`src/rtl/fft_frame_scheduler.sv`:
```
// fft_frame_scheduler
//   Buffers up to DEPTH 16-bin FFT frames and hands them one at a time to the
//   peak-frequency analyzer using a start (ana_valid) / done (ana_done)
//   handshake. Each frame's dominant-bin index is returned on freq_out with a
//   one-cycle freq_valid pulse. Dropped frames and analyzer timeouts are
//   reported through sticky flags and a saturating drop counter.
//
// Ports
//   clk, rst          : clock, asynchronous active-high reset
//   fft_valid         : one-cycle strobe, fft_d0..fft_d15 carry a frame
//   fft_d0..fft_d15   : bin data {real[31:16], imag[15:0]}
//   ana_valid         : one-cycle start pulse to the analyzer
//   ana_d0..ana_d15   : head-of-buffer frame (meaningful while ana_valid=1)
//   ana_done          : analyzer completion pulse, ana_freq valid with it
//   ana_freq          : analyzer result
//   freq_out          : last captured result (registered)
//   freq_valid        : one-cycle pulse when freq_out updates
//   busy              : FSM not idle or buffer non-empty
//   overflow, timeout : sticky status flags
//   drop_cnt          : dropped-frame count, saturating at 255
//   flag_clr          : synchronous clear of overflow, timeout and drop_cnt
module fft_frame_scheduler #(
  parameter int unsigned DEPTH   = 2,
  parameter int unsigned TIMEOUT = 31
) (
  input  logic        clk,
  input  logic        rst,
  input  logic        fft_valid,
  input  logic [31:0] fft_d0,  fft_d1,  fft_d2,  fft_d3,
  input  logic [31:0] fft_d4,  fft_d5,  fft_d6,  fft_d7,
  input  logic [31:0] fft_d8,  fft_d9,  fft_d10, fft_d11,
  input  logic [31:0] fft_d12, fft_d13, fft_d14, fft_d15,
  output logic        ana_valid,
  output logic [31:0] ana_d0,  ana_d1,  ana_d2,  ana_d3,
  output logic [31:0] ana_d4,  ana_d5,  ana_d6,  ana_d7,
  output logic [31:0] ana_d8,  ana_d9,  ana_d10, ana_d11,
  output logic [31:0] ana_d12, ana_d13, ana_d14, ana_d15,
  input  logic        ana_done,
  input  logic [3:0]  ana_freq,
  output logic [3:0]  freq_out,
  output logic        freq_valid,
  output logic        busy,
  output logic        overflow,
  output logic        timeout,
  output logic [7:0]  drop_cnt,
  input  logic        flag_clr
);

  localparam int unsigned PW = (DEPTH > 1) ? $clog2(DEPTH) : 1;
  localparam int unsigned CW = $clog2(DEPTH + 1);
  localparam int unsigned TW = $clog2(TIMEOUT);
  localparam logic [CW-1:0] FULL   = CW'(DEPTH);
  localparam logic [TW-1:0] T_LAST = TW'(TIMEOUT - 1);

  typedef enum logic [1:0] {S_IDLE, S_ISSUE, S_WAIT} state_t;

  state_t        state_q, state_d;
  logic [31:0]   mem_q [DEPTH][16];
  logic [PW-1:0] wr_ptr_q, wr_ptr_d, rd_ptr_q, rd_ptr_d;
  logic [CW-1:0] count_q, count_d;
  logic [TW-1:0] timer_q, timer_d;
  logic [3:0]    freq_q, freq_d;
  logic          fv_q, fv_d;
  logic          ovf_q, ovf_d;
  logic          to_q, to_d;
  logic [7:0]    drop_q, drop_d;
  logic          pop, push, drop, expire;

  logic [31:0] fft_d [16];
  logic [31:0] head  [16];

  assign fft_d[0]  = fft_d0;  assign fft_d[1]  = fft_d1;
  assign fft_d[2]  = fft_d2;  assign fft_d[3]  = fft_d3;
  assign fft_d[4]  = fft_d4;  assign fft_d[5]  = fft_d5;
  assign fft_d[6]  = fft_d6;  assign fft_d[7]  = fft_d7;
  assign fft_d[8]  = fft_d8;  assign fft_d[9]  = fft_d9;
  assign fft_d[10] = fft_d10; assign fft_d[11] = fft_d11;
  assign fft_d[12] = fft_d12; assign fft_d[13] = fft_d13;
  assign fft_d[14] = fft_d14; assign fft_d[15] = fft_d15;

  always_comb begin
    for (int unsigned b = 0; b < 16; b++) head[b] = mem_q[rd_ptr_q][b];
  end

  always_comb begin
    state_d = state_q;
    timer_d = timer_q;
    freq_d  = freq_q;
    fv_d    = 1'b0;
    pop     = 1'b0;
    expire  = 1'b0;
    unique case (state_q)
      S_IDLE:  if (count_q != '0) state_d = S_ISSUE;
      S_ISSUE: begin
        pop     = 1'b1;
        timer_d = '0;
        state_d = S_WAIT;
      end
      S_WAIT: begin
        timer_d = timer_q + TW'(1);
        if (ana_done) begin
          freq_d  = ana_freq;
          fv_d    = 1'b1;
          state_d = S_IDLE;
        end else if (timer_q == T_LAST) begin
          expire  = 1'b1;
          state_d = S_IDLE;
        end
      end
      default: state_d = S_IDLE;
    endcase

    // A full buffer still accepts a frame when the head leaves this cycle;
    // the new frame lands in the slot being vacated.
    push     = fft_valid && ((count_q != FULL) || pop);
    drop     = fft_valid && !push;
    wr_ptr_d = push ? wr_ptr_q + PW'(1) : wr_ptr_q;
    rd_ptr_d = pop  ? rd_ptr_q + PW'(1) : rd_ptr_q;
    unique case ({push, pop})
      2'b10:   count_d = count_q + CW'(1);
      2'b01:   count_d = count_q - CW'(1);
      default: count_d = count_q;
    endcase

    // Events coinciding with flag_clr win over the clear.
    ovf_d = drop   || (ovf_q && !flag_clr);
    to_d  = expire || (to_q  && !flag_clr);
    if (flag_clr)                    drop_d = drop ? 8'd1 : 8'd0;
    else if (drop && drop_q != '1)   drop_d = drop_q + 8'd1;
    else                             drop_d = drop_q;
  end

  always_ff @(posedge clk or posedge rst) begin
    if (rst) begin
      state_q  <= S_IDLE;
      wr_ptr_q <= '0;
      rd_ptr_q <= '0;
      count_q  <= '0;
      timer_q  <= '0;
      freq_q   <= '0;
      fv_q     <= 1'b0;
      ovf_q    <= 1'b0;
      to_q     <= 1'b0;
      drop_q   <= '0;
      for (int unsigned e = 0; e < DEPTH; e++)
        for (int unsigned b = 0; b < 16; b++) mem_q[e][b] <= '0;
    end else begin
      state_q  <= state_d;
      wr_ptr_q <= wr_ptr_d;
      rd_ptr_q <= rd_ptr_d;
      count_q  <= count_d;
      timer_q  <= timer_d;
      freq_q   <= freq_d;
      fv_q     <= fv_d;
      ovf_q    <= ovf_d;
      to_q     <= to_d;
      drop_q   <= drop_d;
      if (push)
        for (int unsigned b = 0; b < 16; b++) mem_q[wr_ptr_q][b] <= fft_d[b];
    end
  end

  assign ana_valid  = (state_q == S_ISSUE);
  assign busy       = (state_q != S_IDLE) || (count_q != '0);
  assign freq_out   = freq_q;
  assign freq_valid = fv_q;
  assign overflow   = ovf_q;
  assign timeout    = to_q;
  assign drop_cnt   = drop_q;

  assign ana_d0  = head[0];  assign ana_d1  = head[1];
  assign ana_d2  = head[2];  assign ana_d3  = head[3];
  assign ana_d4  = head[4];  assign ana_d5  = head[5];
  assign ana_d6  = head[6];  assign ana_d7  = head[7];
  assign ana_d8  = head[8];  assign ana_d9  = head[9];
  assign ana_d10 = head[10]; assign ana_d11 = head[11];
  assign ana_d12 = head[12]; assign ana_d13 = head[13];
  assign ana_d14 = head[14]; assign ana_d15 = head[15];

endmodule

```
`config.mk`:
```
export PLATFORM = sky130hd
export DESIGN_NAME = fft_frame_scheduler
export DESIGN_NICKNAME = d
export VERILOG_FILES = /design/src/rtl/fft_frame_scheduler.sv
export SDC_FILE = /design/constraint.sdc
export NUM_CORES = 2
export LEC_CHECK = 0
export BUFFER_PORTS_ARGS = -buffer_cell sky130_fd_sc_hd__buf_4
export CAP_MARGIN = 20
export CELL_PAD_IN_SITES_DETAIL_PLACEMENT = 0
export CELL_PAD_IN_SITES_GLOBAL_PLACEMENT = 1
export CORE_AREA = 4 4 404 406
export DETAILED_ROUTE_END_ITERATION = 6
export DIE_AREA = 0 0 408 410
export PLACE_DENSITY_LB_ADDON = 0.15
export SLEW_MARGIN = 20
export SYNTH_ARGS = -nofsm -noshare
export SYNTH_HDL_FRONTEND = slang
export SYNTH_SLANG_ARGS = --single-unit
export TNS_END_PERCENT = 50
```
`constraint.sdc`:
```
create_clock -name clk -period 53.3 [get_ports clk]
set_input_delay 10.66 -clock clk [delete_from_list [all_inputs] [get_ports clk]]
set_output_delay 10.66 -clock clk [all_outputs]
set_load 0.01 [all_outputs]
```
# Word level (Yosys, flattened, before mapping)
# Index checks and enable logic that the tools add are counted.
[totals]
register_bits = 1050
inputBits = 521
out_inout_bits = 529
elab_cells = 148
[op_classes]
addsub = 6
order_cmp = 3
n_eq_ne = 9
mux = 66
bitwise = 2
n_reduce_logical = 20
[ops]
columns = ["op", "count"]
rows = [
  ["bitwise mux 1024 bit", 16],
  ["demux 512 bit (select 1 bit)", 16],
  ["2-to-1 mux 512 bit", 4],
  ["2-to-1 mux 480 bit", 1],
  ["2-to-1 mux 448 bit", 1],
  ["2-to-1 mux 416 bit", 1],
  ["2-to-1 mux 384 bit", 1],
  ["2-to-1 mux 352 bit", 1],
  ["2-to-1 mux 320 bit", 1],
  ["2-to-1 mux 288 bit", 1],
  ["2-to-1 mux 256 bit", 1],
  ["2-to-1 mux 224 bit", 1],
  ["2-to-1 mux 192 bit", 1],
  ["2-to-1 mux 160 bit", 1],
  ["2-to-1 mux 128 bit", 1],
  ["2-to-1 mux 96 bit", 1],
  ["2-to-1 mux 64 bit", 1],
  ["2-to-1 mux 32 bit", 1],
  ["2-to-1 mux 8 bit", 2],
  ["one-hot mux 5 bit (2 select lines)", 1],
  ["nonzero test 2 bit", 5],
  ["adder 8 x 1 -> 8 bit, second input constant", 1],
  ["!= test 8 bit, second input constant", 1],
  ["2-to-1 mux 1 bit", 7],
  ["20 further kinds", 38],
]

# Logic depth before layout (Yosys ltp)
[logic_depth]
depth_word = 21
mapped_depth = 8
mapped_depth_nobuf = 7

# Worst setup path before layout
# Ideal clock, no wire load.
[synth_path]
path_kind = "register to output"
from = "register rd_ptr_q"
to = "output port ana_d0[0]"
arrival_ns = 1.431
required_time_ns = 42.640
slack_ns = 41.209
path_stages_with_launch = 5
path_buffers = 3
path_cell_list = "dfrtp_1 > clkbuf_1 > clkbuf_1 > buf_2 > mux2_2"
[synth_between]
elab_chain_len = 4
[synth_lines]
columns = ["item", "line_no", "source"]
rows = [
  ["start, declared", "59", "logic [PW-1:0] wr_ptr_q, wr_ptr_d, rd_ptr_q, rd_ptr_d;"],
  ["start signal, assigned", "150", "rd_ptr_q <= rd_ptr_d;"],
  ["inverter 1 -> 2 bit (not written as such)", "82", "for (int unsigned b = 0; b < 16; b++) head[b] = mem_q[rd_ptr_q][b];"],
  ["2-to-1 mux 512 bit (3 in series)", "--", ""],
  ["end, declared", "34", "output logic [31:0] ana_d0, ana_d1, ana_d2, ana_d3,"],
]
# Every way passes these cells. The select of a mux whose other input is x is not followed.

# Worst setup path after layout
[layout_path]
from = "register rd_ptr_q"
to = "output port ana_d4[17]"
[layout_between]
elab_chain_len = 4
[layout_lines]
columns = ["item", "line_no", "source"]
rows = [
  ["inverter 1 -> 2 bit (not written as such)", "82", ""],
  ["2-to-1 mux 512 bit (3 in series)", "--", ""],
  ["end, declared", "35", "output logic [31:0] ana_d4, ana_d5, ana_d6, ana_d7,"],
]
# Every way passes these cells. The select of a mux whose other input is x is not followed.

==> results by group <==
Setup path
  – Crit Reg-Reg Endpoint: mem_q[995]
  – Worst R2R Start: state_q[1]
  – CP bufs+invs: 5
  – Crit. End Element: output pin
  – Critical Path Start Type: flop
  – R2r setup slk: between 40 and 50 ns
  – Depth of the most critical reg-to-reg path: 9
  – CP Cell Sequence: buf_4, buf_4, buf_4, buf_4, mux2_2, buf_4
  – CP max FO: 60
  – Setup CP Type: reg2out
  – Most frequent CP cell: buf_4
  – WP data required: about 43 ns
  – CP max stage cell: dfrtp_4
  – Worst EP arrival: 5.34 ns
  – Kind of cell adding the most delay to the critical path: buffers and inverters
  – Worst path max stage delay: around 0.85 ns

Synthesis
  – Sequential cell area fraction in the yosys report: 0.557
  – Synth top area cells: dfrtp_1, mux2_2, mux2_4
  – Cell variety after synth: 34
  – Synth Instances: 2852
  – Warnings from Yosys: 0
  – Area leader, netlist: dfrtp_1
  – Average size of a mapped cell: 16.5 um2
  – Yosys top cell area share: 0.557
  – Mapped Nets: 3381
  – Synthesized area: around 47000 um2
  – #FFs+latches synth: ~1100

Placed design
  – Post-detail-place hpwl: 106000 um
  – Dpl cells: 5848
  – Dpl ws: 37.83 ns
  – GP Congestion: about 0.79
  – # port buffers: 1049

Clocking
  – H-tree levels: 4
  – Clock Latency Late Sink: 0.74 ns
  – Postcts setup bufs: 0
  – Hold_buf cts: 0
  – CTS tree: built
  – CTS Buffer Depth: 3
  – Post_cts resized: 0
  – CTS Buf Count: 131
  – Clock slew at reported path FFs: 0.05 ns
  – Clock sinks: 1050
  – Clk root buf: clkbuf_16

Floorplanning
  – Starting Density: 0.295
  – Die Width: between 400 and 500 um
  – Number of placement rows: 147
  – Die height: around 410 um
  – Core box area: 160000 um2
  – Die ar.: 167000 um2
  – Ports: around 1100

Routing
  – Met3 wire len: 14600 um
  – Routed via count: 27400
  – Number of vias per cell: 4.51
  – 1st-iter DRT viols: 1284
  – Antenna viol nets, final: 0
  – Met1 WL: 61200 um
  – Met2 wire length: 71500 um
  – Highest Signal Layer: met5
  – Remaining DRCs: 0
  – Routed WL: about 150000 um
  – 1st-pass router iterations: 4
  – Routed length per instance: ~25 um

Timing
  – RSZ-0062 raised after global routing: no
  – WHS: 0.496 ns
  – Relative slew slack: 0.273
  – Setup TNS Final: 0 ns
  – Final Hold Viols: 0
  – Finish-stage setup viols: 0
  – Setup Skew: 0.0259 ns
  – Final period utilization: 0.300
  – Worst setup margin: 37.30 ns
  – Worst-Margin Slew: roughly 1.1 ns
  – FMAX: 62.5 MHz
  – Tmin final: around 16 ns
  – Slew Limit Fails: 0

Power
  – PwrDens: 72.4 nW/um2
  – Pleak: ~29 nW
  – Worst VDD drop: 0.0328 mV
  – Design Power: 4.42 mW

Layout
  – Layout cell share with drive strength beyond 1: 0.708
  – Nets: between 4000 and 5000
  – Area Growth Syn to Fin: 29.5%
  – Fin cells: 6091
  – Fill count: ~15000

Worst hold path
  – Hold Path Stages: 1
  – Hold_sp: mem_q[608]
  – End of the worst hold path: mem_q[608]
  – Hold WC Path Type: reg2reg

Status
  – Status: complete, no violations

Global route
  – GRT Total Usage: 0.174
  – First-pass GRT wire length: 217000 um
  – Initial antenna violation count: 37
  – Pin count of the biggest net entering global routing: 170
  – Gr ovfl total: 0
  – Number of global-route vias before repair: 30000

Run
  – Maxcap violations: 0
-- final cells by class --
cell class	count	area, um2	share of cell area
well taps	2086	2610	0.0427
repair buffers	1084	8260	0.135
clock buffers	200	3980	0.0652
flip-flops and latches	1050	26300	0.430
inverters	11	48.8	0.000799
clock inverters	20	206	0.00338
multi-input cells	1618	19600	0.322
diodes	22	55.1	0.000901
-- state kept, by name (all words and copies together), names as in the netlist --
signal and cells:
state_q 2, rd_ptr_q 1, timeout 1, freq_out 4, overflow 1, timer_q 5, mem_q 1024, drop_cnt 8
freq_valid 1, count_q 2, wr_ptr_q 1
-- cells in the mapped netlist --
library cell / number
mux2_2: 1071
dfrtp_1: 1050
mux2_4: 469
buf_2: 107
buf_6: 39
buf_8: 14
clkbuf_1: 13
nand2_1: 13
inv_1: 11
ha_1: 8
nor2_1: 7
o21ai_0: 7
xor2_1: 6
nand3_1: 5
a21o_1: 3
nand4_1: 3
nor3_1: 3
o211ai_1: 3
and2_1: 2
mux2i_1: 2
o2111ai_1: 2
xnor2_1: 2
a211oi_1: 1
a21oi_1: 1
a32oi_1: 1
and3_1: 1
nand2b_2: 1
nand3b_1: 1
nor4bb_1: 1
o211ai_2: 1
o21ai_2: 1
o32ai_1: 1
or2_1: 1
or3_1: 1
-- report_power, final --
group | leakage, nW | switching (mW) | internal [mW]
combinational | 14.2 | 0.907 | 1.22
sequential | 12.4 | 0.213 | 1.21
clock | 2.07 | 0.356 | 0.519
total | 28.6 | 1.48 | 2.95
-- worst max path at each step --
stage / to / depth (start not counted) / start
3_5_place_dp: ana_d4[11] / 6 / rd_ptr_q
4_1_cts: ana_d4[11] / 6 / rd_ptr_q
6_report: ana_d4[17] / 6 / rd_ptr_q
3_3_place_gp: mem_q[928] / 8 / fft_valid
2_1_floorplan: count_q[0] / 1 / rst
5_1_grt: ana_d4[11] / 6 / rd_ptr_q
-- metrics by stage --
| step | utilization | instance area (um2) |
|---|---|---|
| after floorplan | - | 47200 |
| after global placement | 0.355 | 56800 |
| after detailed placement | 0.355 | 56800 |
| after CTS | 0.382 | 61000 |
| after global routing | 0.382 | 61000 |
| final | 0.382 | 61100 |
-- metal layers --
layer,track usage,up-vias
met5,0,-
met4,0.0403,26
met3,0.0815,175
met2,0.284,761
met1,0.209,14100
li1,-,12300
-- cell families after synthesis --
| logic type | after synthesis | synth area share |
|---|---|---|
| AOI/OAI and AO/OA | 21 | 0.00316 |
| DFF | 1050 | 0.557 |
| adders and majority gates | 8 | 0.00212 |
| and+or+nand+nor | 39 | 0.00406 |
| xor gates and xnor gates | 8 | 0.00149 |
| buffers and inverters | 184 | 0.0270 |
| muxes | 1542 | 0.405 |
-- cells in the final DEF (no fill, tap or decap), types with 4 or more instances in the layout --
cell       instances
buf_12             8
buf_4           1075
clkbuf_1          29
clkbuf_16        135
clkbuf_8          36
clkinv_2           9
dfrtp_1         1049
diode_2           22
ha_1               8
inv_1             10
inv_16             4
inv_6              5
mux2_2          1071
mux2_4           469
nand2_1           13
nand3_1            5
nor2_1             7
o21ai_0            7
xor2_1             6
(Power assumes the default switching activity.)
